<file path="src/rtl/serial_frame_pkg.sv">
`default_nettype none
// ============================================================================
// Module   : serial_frame_pkg
// Purpose  : Shared state encodings, synchroniser depth and pointer-width
//            helper for the serial frame buffer.
// Revision : 1.0 - initial release
// ============================================================================
package serial_frame_pkg;

  typedef enum logic [0:0] {
    HUNT  = 1'b0,
    SHIFT = 1'b1
  } rx_state_t;

  typedef enum logic [0:0] {
    PRIME = 1'b0,
    RUN   = 1'b1
  } rd_state_t;

  localparam int SYNC_STAGES = 2;

  // One extra pointer bit distinguishes a full FIFO from an empty one.
  function automatic int ptr_width(input int depth);
    return $clog2(depth) + 1;
  endfunction

endpackage
`default_nettype wire

</file>
<file path="src/rtl/rpi_serial_rx.sv">
`default_nettype none
// ============================================================================
// Module   : rpi_serial_rx
// Purpose  : Synchronises the Pi serial link into clk, detects shift-clock
//            rising edges and deserialises LSB-first words into frames.
// Revision : 1.0 - initial release
// ============================================================================
module rpi_serial_rx
  import serial_frame_pkg::*;
#(
  parameter int WIDTH    = 16,
  parameter int CHANNELS = 2
) (
  input  logic                        clk,
  input  logic                        rst,
  input  logic                        rpi_clk,
  input  logic                        serial,
  input  logic                        rpi_frame,
  output logic [CHANNELS*WIDTH-1:0]   frame,
  output logic                        frame_push
);

  localparam int FRAME_BITS = CHANNELS * WIDTH;
  localparam int CNT_W      = $clog2(FRAME_BITS + 1);

  logic [SYNC_STAGES-1:0] clk_sync_q, clk_sync_d;
  logic [SYNC_STAGES-1:0] ser_sync_q, ser_sync_d;
  logic [SYNC_STAGES-1:0] frm_sync_q, frm_sync_d;
  logic                   clk_prev_q, clk_prev_d;
  rx_state_t              state_q, state_d;
  logic [CNT_W-1:0]       cnt_q, cnt_d;
  logic [FRAME_BITS-1:0]  sr_q, sr_d;
  logic                   push_q, push_d;
  logic                   bit_stb;
  logic                   bit_val;
  logic                   bit_sof;

  // Synchroniser chains and the rising-edge detector on the shift clock.
  always_comb begin
    clk_sync_d = {clk_sync_q[SYNC_STAGES-2:0], rpi_clk};
    ser_sync_d = {ser_sync_q[SYNC_STAGES-2:0], serial};
    frm_sync_d = {frm_sync_q[SYNC_STAGES-2:0], rpi_frame};
    clk_prev_d = clk_sync_q[SYNC_STAGES-1];
    bit_stb    = clk_sync_q[SYNC_STAGES-1] & ~clk_prev_q;
    bit_val    = ser_sync_q[SYNC_STAGES-1];
    bit_sof    = frm_sync_q[SYNC_STAGES-1];
  end

  // Rx FSM: right-shifting register leaves the first bit in the LSB once full.
  always_comb begin
    state_d = state_q;
    cnt_d   = cnt_q;
    sr_d    = sr_q;
    push_d  = 1'b0;
    if (bit_stb) begin
      case (state_q)
        HUNT: begin
          if (bit_sof) begin
            state_d = SHIFT;
            sr_d    = {bit_val, sr_q[FRAME_BITS-1:1]};
            cnt_d   = CNT_W'(1);
          end
        end
        SHIFT: begin
          sr_d  = {bit_val, sr_q[FRAME_BITS-1:1]};
          cnt_d = bit_sof ? CNT_W'(1) : cnt_q + CNT_W'(1);
        end
        default: state_d = HUNT;
      endcase
      if ((state_d == SHIFT) && (cnt_d == CNT_W'(FRAME_BITS))) begin
        push_d = 1'b1;
        cnt_d  = '0;
      end
    end
  end

  // Rx FSM state register.
  always_ff @(posedge clk) begin
    if (rst) state_q <= HUNT;
    else     state_q <= state_d;
  end

  // Synchroniser, counter, shift register and push strobe registers.
  always_ff @(posedge clk) begin
    if (rst) begin
      clk_sync_q <= '0;
      ser_sync_q <= '0;
      frm_sync_q <= '0;
      clk_prev_q <= 1'b0;
      cnt_q      <= '0;
      sr_q       <= '0;
      push_q     <= 1'b0;
    end else begin
      clk_sync_q <= clk_sync_d;
      ser_sync_q <= ser_sync_d;
      frm_sync_q <= frm_sync_d;
      clk_prev_q <= clk_prev_d;
      cnt_q      <= cnt_d;
      sr_q       <= sr_d;
      push_q     <= push_d;
    end
  end

  assign frame      = sr_q;
  assign frame_push = push_q;

endmodule
`default_nettype wire

</file>
<file path="src/rtl/serial_frame_buffer.sv">
`default_nettype none
// ============================================================================
// Module   : serial_frame_buffer
// Purpose  : Circular FIFO of multi-channel frames received from the Pi,
//            read one frame per ready strobe, with hysteretic refill request.
//            Optional macro SFB_ERR_COUNT_EN adds saturating error counters.
// Revision : 1.0 - initial release
// ============================================================================
module serial_frame_buffer
  import serial_frame_pkg::*;
#(
  parameter int WIDTH      = 16,
  parameter int CHANNELS   = 2,
  parameter int DEPTH      = 64,
  parameter int LOW_WATER  = 16,
  parameter int HIGH_WATER = 48
) (
  input  logic                      clk,
  input  logic                      rst,
  input  logic                      rpi_clk,
  input  logic                      serial,
  input  logic                      rpi_frame,
  input  logic                      ready,
  input  logic                      clr_err,
  output logic [CHANNELS*WIDTH-1:0] data,
  output logic                      data_valid,
  output logic                      rpi_interrupt,
  output logic [$clog2(DEPTH):0]    level,
  output logic                      overrun,
`ifdef SFB_ERR_COUNT_EN
  output logic [7:0]                overrun_cnt,
  output logic [7:0]                underrun_cnt,
`endif
  output logic                      underrun
);

  localparam int FRAME_BITS = CHANNELS * WIDTH;
  localparam int PTR_W      = ptr_width(DEPTH);
  localparam int ADDR_W     = PTR_W - 1;

  logic [FRAME_BITS-1:0] rx_frame;
  logic                  rx_push;
  logic [FRAME_BITS-1:0] mem_q [DEPTH];
  logic [PTR_W-1:0]      wr_ptr_q, wr_ptr_d;
  logic [PTR_W-1:0]      rd_ptr_q, rd_ptr_d;
  logic [PTR_W-1:0]      level_q, level_d;
  rd_state_t             rd_state_q, rd_state_d;
  logic [FRAME_BITS-1:0] data_q, data_d;
  logic                  data_valid_q, data_valid_d;
  logic                  irq_q, irq_d;
  logic                  overrun_q, overrun_d;
  logic                  underrun_q, underrun_d;
  logic                  fifo_empty, fifo_full;
  logic                  pop_req, pop_ok, push_ok;
  logic                  ovr_evt, udr_evt;

  rpi_serial_rx #(
    .WIDTH    (WIDTH),
    .CHANNELS (CHANNELS)
  ) u_rx (
    .clk        (clk),
    .rst        (rst),
    .rpi_clk    (rpi_clk),
    .serial     (serial),
    .rpi_frame  (rpi_frame),
    .frame      (rx_frame),
    .frame_push (rx_push)
  );

  // Push/pop arbitration: a pop frees a slot for a same-cycle push when full;
  // a pop on an empty FIFO is refused even if a push lands alongside it.
  always_comb begin
    fifo_empty = (level_q == '0);
    fifo_full  = (level_q == PTR_W'(DEPTH));
    pop_req    = (rd_state_q == RUN) && ready;
    pop_ok     = pop_req && !fifo_empty;
    push_ok    = rx_push && (!fifo_full || pop_ok);
    ovr_evt    = rx_push && !push_ok;
    udr_evt    = pop_req && fifo_empty;
  end

  // Rd FSM next state: wait for the prime level, fall back on underrun.
  always_comb begin
    rd_state_d = rd_state_q;
    case (rd_state_q)
      PRIME:   if (level_q >= PTR_W'(HIGH_WATER)) rd_state_d = RUN;
      RUN:     if (udr_evt) rd_state_d = PRIME;
      default: rd_state_d = PRIME;
    endcase
  end

  // Pointers, level, output frame, refill request and sticky flags.
  always_comb begin
    wr_ptr_d     = wr_ptr_q + PTR_W'(push_ok);
    rd_ptr_d     = rd_ptr_q + PTR_W'(pop_ok);
    level_d      = wr_ptr_d - rd_ptr_d;
    data_d       = pop_ok ? mem_q[rd_ptr_q[ADDR_W-1:0]] : data_q;
    data_valid_d = pop_ok;
    irq_d        = irq_q;
    if (level_q < PTR_W'(LOW_WATER))        irq_d = 1'b1;
    else if (level_q >= PTR_W'(HIGH_WATER)) irq_d = 1'b0;
    overrun_d    = (overrun_q && !clr_err) || ovr_evt;
    underrun_d   = (underrun_q && !clr_err) || udr_evt;
  end

  // Frame storage; contents need no reset since the pointers define validity.
  always_ff @(posedge clk) begin
    if (push_ok) mem_q[wr_ptr_q[ADDR_W-1:0]] <= rx_frame;
  end

  // Rd FSM state register.
  always_ff @(posedge clk) begin
    if (rst) rd_state_q <= PRIME;
    else     rd_state_q <= rd_state_d;
  end

  // Datapath and flag registers.
  always_ff @(posedge clk) begin
    if (rst) begin
      wr_ptr_q     <= '0;
      rd_ptr_q     <= '0;
      level_q      <= '0;
      data_q       <= '0;
      data_valid_q <= 1'b0;
      irq_q        <= 1'b0;
      overrun_q    <= 1'b0;
      underrun_q   <= 1'b0;
    end else begin
      wr_ptr_q     <= wr_ptr_d;
      rd_ptr_q     <= rd_ptr_d;
      level_q      <= level_d;
      data_q       <= data_d;
      data_valid_q <= data_valid_d;
      irq_q        <= irq_d;
      overrun_q    <= overrun_d;
      underrun_q   <= underrun_d;
    end
  end

`ifdef SFB_ERR_COUNT_EN
  logic [7:0] ovr_cnt_q, ovr_cnt_d;
  logic [7:0] udr_cnt_q, udr_cnt_d;

  // Saturating event counters; an event in the clearing cycle counts as one.
  always_comb begin
    ovr_cnt_d = clr_err ? 8'd0 : ovr_cnt_q;
    udr_cnt_d = clr_err ? 8'd0 : udr_cnt_q;
    if (ovr_evt && (ovr_cnt_d != 8'hFF)) ovr_cnt_d = ovr_cnt_d + 8'd1;
    if (udr_evt && (udr_cnt_d != 8'hFF)) udr_cnt_d = udr_cnt_d + 8'd1;
  end

  // Counter registers.
  always_ff @(posedge clk) begin
    if (rst) begin
      ovr_cnt_q <= 8'd0;
      udr_cnt_q <= 8'd0;
    end else begin
      ovr_cnt_q <= ovr_cnt_d;
      udr_cnt_q <= udr_cnt_d;
    end
  end

  assign overrun_cnt  = ovr_cnt_q;
  assign underrun_cnt = udr_cnt_q;
`endif

  assign data          = data_q;
  assign data_valid    = data_valid_q;
  assign rpi_interrupt = irq_q;
  assign level         = level_q;
  assign overrun       = overrun_q;
  assign underrun      = underrun_q;

endmodule
`default_nettype wire

</file>
<file path="config.mk">
export PLATFORM = sky130hd
export DESIGN_NAME = serial_frame_buffer
export DESIGN_NICKNAME = d
export VERILOG_FILES = /design/src/rtl/serial_frame_pkg.sv /design/src/rtl/rpi_serial_rx.sv /design/src/rtl/serial_frame_buffer.sv
export SDC_FILE = /design/constraint.sdc
export NUM_CORES = 2
export LEC_CHECK = 0
export CAP_MARGIN = 20
export CORE_MARGIN = 8
export CORE_UTILIZATION = 30
export DETAILED_ROUTE_END_ITERATION = 12
export GPL_ROUTABILITY_DRIVEN = 0
export SLEW_MARGIN = 20
export SYNTH_ARGS = -nofsm -noshare
export SYNTH_HDL_FRONTEND = slang
export SYNTH_SLANG_ARGS = --single-unit
</file>
<file path="constraint.sdc">
create_clock -name clk -period 7.4 [get_ports clk]
set_clock_uncertainty 0.15 [all_clocks]
set_input_delay 1.11 -clock clk [delete_from_list [all_inputs] [get_ports clk]]
set_output_delay 1.11 -clock clk [all_outputs]
set_load 0.02 [all_outputs]
</file>
* After elaboration in Yosys (flattened, before gate mapping)
Memory sizes are Yosys's and may differ from the RTL's. A register that Yosys moved wholly into a read port is not among the register bits.
Cells that the tools add are included.
Widths: inputs -> output; s select.
** Word-level totals
- Bits in registers :: 73
- Bits in writable memories :: 2048
- Output and inout port bits :: 43
- Word-level logic and storage cells :: 68
- Memories kept :: 1
** Memories
- mem_q :: depth 64, bits a word 32, read ports 1, clocked after memory_dff 1, write ports 1, RTL line serial_frame_buffer.sv:43 : logic [FRAME_BITS-1:0] mem_q [DEPTH];
** Operators by class
- $add $sub $neg :: 4
- Magnitude comparators :: 2
- Equal/unequal tests :: 3
- Multiplexer cells :: 18
- Bitwise gates (word level) :: 5
- Reduce and logical (&&, ||, !) cells :: 19
** Operators with widths (number)
- $pmux 32 s2 :: 1
- $mux 32 :: 1
- $mux 6 :: 4
- $add 7x1->7 :: 2
- $pmux 6 s2 :: 1
- $mux 1 :: 10
- $logic_and 1x1->1 :: 8
- $eq 7x7->1 const B :: 1
- $ge 7x6->1 const B :: 1
- $logic_not 7->1 :: 1
- $lt 7x5->1 const B :: 1
- $sub 7x7->7 :: 1
- $add 6x1->6 const B :: 1
- $eq 6x6->1 const B :: 1
- $logic_not 1->1 :: 4
- $not 1->1 :: 4
- $logic_or 1x1->1 :: 3
- $ne 2x1->1 const B :: 1
- $pmux 1 s2 :: 1
- $reduce_and 2->1 :: 1
- $reduce_bool 2->1 :: 1
- $reduce_or 2->1 :: 1
- $and 1x1->1 :: 1

* Logic depth before layout (Yosys ltp)
- Depth after elaboration :: 8
- Gate-level depth with buffers :: 13
- Mapped depth without buffers :: 13

* Modules after synthesis
Synthesis repeated with hierarchy kept, for this count alone.
** Unflattened totals
- Cells, all modules :: 3565
- Area total of the unflattened synthesis :: 81191.6 sq um
** By module, submodules not included
- serial_frame_buffer :: instances 1, cells each 3359, area an instance 79487.5 sq um, seq. area each 62660.1 sq um
- rpi_serial_rx :: instances 1, cells each 206, area an instance 1704.1 sq um, seq. area each 940.9 sq um

* Worst setup path before layout
OpenSTA, ideal clock, no wires.
- Kind :: input port to flip-flop
- Start :: input ready
- End :: memory mem_q[62][0] (netlist name) (enable)
- Library setup time :: 0.421 ns
- Arrival time :: 3.321 ns
- Required time :: 6.829 ns
- Setup slack :: 3.508 ns
- Stages on the path :: 5
- Buffers on the path :: 0
- Path through :: nand2_1 > a31oi_1 > nor2b_1 > nand3_1 > nor2_1
** On the way
- Cells in the longest elaborated chain, start to end :: 6
** RTL lines
- from (decl) :: RTL line serial_frame_buffer.sv:23 : input logic ready,
- $logic_and 1x1->1 :: RTL line serial_frame_buffer.sv:75 : pop_req = (rd_state_q == RUN) && ready;
- $logic_and 1x1->1 :: RTL line serial_frame_buffer.sv:76 : pop_ok = pop_req && !fifo_empty;
- $logic_or 1x1->1 :: RTL line serial_frame_buffer.sv:77 : push_ok = rx_push && (!fifo_full || pop_ok);
- $logic_and 1x1->1 :: RTL line serial_frame_buffer.sv:77
- $mux 1 :: RTL line serial_frame_buffer.sv:108 : if (push_ok) mem_q[wr_ptr_q[ADDR_W-1:0]] <= rx_frame;
- $mux 1 (not written as such) :: RTL line serial_frame_buffer.sv:108
- to (decl) :: RTL line serial_frame_buffer.sv:43
Every way passes these cells.

* Worst setup path in the final report
- Start :: input ready
- End :: memory mem_q[30][22] (netlist name) (enable)
The elaborated chain is that of the path after synthesis.

==> impl_metrics.csv <==
group,metric,value,unit
die,die-width,541,µm
critical_path,highest_net_fanout_along_the_worst_path,32,
timing,relSlewSlack,0.203,
critical_path,worst-setup-path-type,"in2reg",
grt,antenna_found_initial,9,
synth,number_of_synthesized_flops_with_an_enable_pin,2048,
timing,sum_of_negative_setup_slack,0,ns
power_and_ir_drop,power.internal,19.0,mW
placed_design,io_buffer_count,49,
placed_design,detailedPlacementHpwl,126000,µm
layout,final-instance-count-excl-fill,7832,
hold_path,min_to,"u_rx.frame[31]$_SDFFE_PP0P_",
die,io-pin-count,50,
timing,timing.final.setup_violations,0,
detailed_routing,avgRoutedWirePerCell,27.7,µm
timing,timing.final.ws_setup,3.06,ns
synth,synth_seq_area_share,0.770,
detailed_routing,route.vias.total,39800,
synth,most_instantiated_flip_flop_cell_in_the_synthesis_netlist,"sky130_fd_sc_hd__edfxtp_1",
power_and_ir_drop,sequentialPowerShare,0.559,
hold_path,hold_depth,2,
die,starting_density,0.302,
synth,register_bit_count_reported_by_yosys,2153,
timing,worst_hold_slack_after_final_layout,0.274,ns
flow_run,max_cap_violations,0,
layout,syn_to_final_growth,14.9,%
detailed_routing,route.detailed.vias_per_inst,5.08,
placed_design,dp_worst_setup_slack,2.20,ns
power_and_ir_drop,p_leak,27.9,nW
synth,post_synth_simple_gate_area,0.0232,
hold_path,timing.hold.worst.start,"u_rx.ser_sync_q[1]$_SDFF_PP0_",
status,run_status,"finished, final reports clean",
grt,global_route.overflow_total,0,
synth,synth_compound_area_frac,0.0320,
layout,drive_above_1_share,0.226,
grt,grt_first_pass_wirelength,304000,µm
power_and_ir_drop,power.ir.vdd_worst,0.000184,V
timing,final_period_minus_worst_setup_slack,4.34,ns
timing,fmaxAchievable,230,MHz
hold_path,worstHoldPathType,"reg2reg",
critical_path,r2r-start,"rd_ptr_q[0]$_SDFF_PP0_",
clock_network,cts_setup_buffers,0,
synth,synth_xor_xnor_area_share,0.00148,
power_and_ir_drop,power.density_cell_area,247,mW/mm²
synth,synthAdderAreaFrac,0.00191,
grt,via_count_of_the_first_global_routing_pass,39600,
clock_network,tritoncts_num_sinks,2153,
clock_network,tritoncts,"yes",
detailed_routing,final_routed_drc_violation_total,0,
timing,final_max_slew_viol_count,0,
synth,synth_top_family_by_area,"multiplexers",
die,row_cnt,192,
synth,postSynthAreaPerCell,20.9,µm²
critical_path,timing.rr.end,"data[25]$_SDFFE_PP0P_",
detailed_routing,drt_first_pass_iters,8,
power_and_ir_drop,p_comb_frac,0.001,
timing,max_slew.worst_pin.slew,1.18,ns
grt,overall_fraction_of_global_route_tracks_in_use,0.144,
power_and_ir_drop,netSwitchingPower,4.49,mW
critical_path,timing.critical_path.arrival,4.62,ns
timing,rsz0062_at_grt,"no",
critical_path,timing.reg2reg.worst_path_depth,7,
critical_path,worst_setup_path_end_kind,"register",
die,core_region_area,0.274,mm²
critical_path,cp-startpoint,"ready",
clock_network,insertion_delay,0.84,ns
clock_network,clkSlewWorstSetupHoldPaths,0.06,ns
clock_network,htree_levels,4,
grt,grt_start_max_net_pins,137,
placed_design,post-place-cells,7437,
clock_network,clk_path_buf_depth,3,
timing,final_hold_viol_count,0,
power_and_ir_drop,power.share.switching,0.192,
synth,synth.net_count,3971,
detailed_routing,routed_wirelength,217000,µm
critical_path,regToRegSetupSlack,3.12,ns
power_and_ir_drop,p_clk_frac,0.440,
clock_network,root_buffer,"sky130_fd_sc_hd__clkbuf_16",
critical_path,required_time_at_the_endpoint_of_the_critical_path,7.68,ns
synth,post_synth_mux_area_share,0.156,
layout,finish.net_count,4087,
detailed_routing,drt_iter0_drc,4382,
die,die_area,0.292,mm²
synth,ys_warn_count,0,
layout,layout.core_utilization,0.347,
clock_network,cts_hold_buf,0,
die,die_height,541,µm
detailed_routing,final_antenna_net_count,0,
critical_path,cp-start-kind,"input port",
clock_network,cts_buffers,202,
synth,syn_area,0.0826,mm²
clock_network,postCtsResizedCells,0,
timing,period_share,0.587,
synth,postSynth.asyncResetShare,0,
synth,yosysUniqueCellTypes,54,
synth,syn-instance-count,3952,
synthesized netlist by cell type, drive strengths merged, types with 9 or more instances:
library cell | n | share of area
o211ai | 42 | 0.0038
a211oi | 54 | 0.0049
nor2 | 102 | 0.0047
nor2b | 77 | 0.0058
inv | 11 | 0.00050
nand2 | 140 | 0.0064
mux4 | 447 | 0.12
a22oi | 103 | 0.0094
edfxtp | 2048 | 0.74
nor3 | 9 | 0.00061
ha | 11 | 0.0017
a221oi | 16 | 0.0017
nand3 | 49 | 0.0030
buf | 128 | 0.010
a21oi | 124 | 0.0075
mux2i | 279 | 0.034
dfxtp | 105 | 0.025
o21ai | 31 | 0.0019
clkbuf | 101 | 0.0046
critical path, stage by stage:
cell,delay [ns]
sky130_fd_sc_hd__clkdlybuf4s50_1,0.50
sky130_fd_sc_hd__nand2_1,0.19
sky130_fd_sc_hd__a31oi_1,0.56
sky130_fd_sc_hd__nor2b_1,0.36
sky130_fd_sc_hd__nand3_2,0.72
sky130_fd_sc_hd__nor2_4,1.11
power by group through the flow:
stage	combinational, mW	sequential, mW	clock [mW]
detailed placement	0.0254	13.4	0
CTS	0.0255	13.1	10.5
global placement	0.0251	13.4	0
floorplan	0.0122	13.4	0
finish	0.0244	13.1	10.3
global route	0.0267	13.1	10.9
layer usage:
layer  GRT usage  up-vias  share of wire
met5           0        -              0
met3      0.0259      335          0.071
met2       0.240     1523           0.49
met4      0.0571        0          0.042
met1       0.186    21300           0.40
li1            -    16600              -
stage by stage:
step | power, mW | instance area (µm²)
floorplan | 13.4 | 82600
global placement | 13.4 | 87600
detailed placement | 13.4 | 88000
CTS | 23.6 | 94500
global route | 24.0 | 94900
finish | 23.5 | 94900
layout make-up:
| type | instances | area (µm²) |
|---|---|---|
| clock buffers | 266 | 5530 |
| multi-input cells | 1559 | 18200 |
| diodes | 3 | 7.51 |
| repair buffers | 141 | 1860 |
| clock inverters | 110 | 1020 |
| inverters | 11 | 41.3 |
| well taps | 3589 | 4490 |
| flip-flops and latches | 2153 | 63700 |
| fillers | 25200 | 179000 |
flip-flops by register name, summed over array words and instances, names as in the netlist:
register and count:
level 7, underrun 1, data 32, u_rx.ser_sync_q 2
u_rx.frm_sync_q 2, mem_q 2048, u_rx.frame 32, u_rx.clk_prev_q 1
rd_ptr_q 7, wr_ptr_q 7, u_rx.frame_push 1, rpi_interrupt 1
rd_state_q 1, u_rx.clk_sync_q 2, overrun 1, u_rx.state_q 1
u_rx.cnt_q 6, data_valid 1
logic make-up (layout without fill, tap and decap cells):
group | Yosys count | in the layout
and+or+nand+nor | 407 | 407
AOI/OAI and AO/OA | 400 | 400
other | 0 | 3
adders and majority gates | 12 | 12
muxes | 726 | 726
DFF | 2153 | 2153
buffers and inverters | 240 | 528
xor gates and xnor gates | 14 | 14
worst max path at each step:
| stage | to | slack, ns |
|---|---|---|
| final | mem_q[30][22]$_DFFE_PP_ | 3.06 |
| after global routing | data[29]$_SDFFE_PP0P_ | 2.96 |
| after CTS | mem_q[62][26]$_DFFE_PP_ | 3.12 |
| after detailed placement | mem_q[62][3]$_DFFE_PP_ | 2.20 |
| after global placement | mem_q[6][16]$_DFFE_PP_ | 2.13 |
| after floorplan | mem_q[62][0]$_DFFE_PP_ | 3.51 |
layout by cell type (no fill, tap or decap), drive strengths merged, types with 93 or more instances in the layout:
master,count
a22oi,103
clkbuf,266
mux4,447
buf,93
mux2i,279
nand2,140
dfxtp,105
a21oi,124
edfxtp,2048
nor2,102
Power figures use the tool's default switching activity.
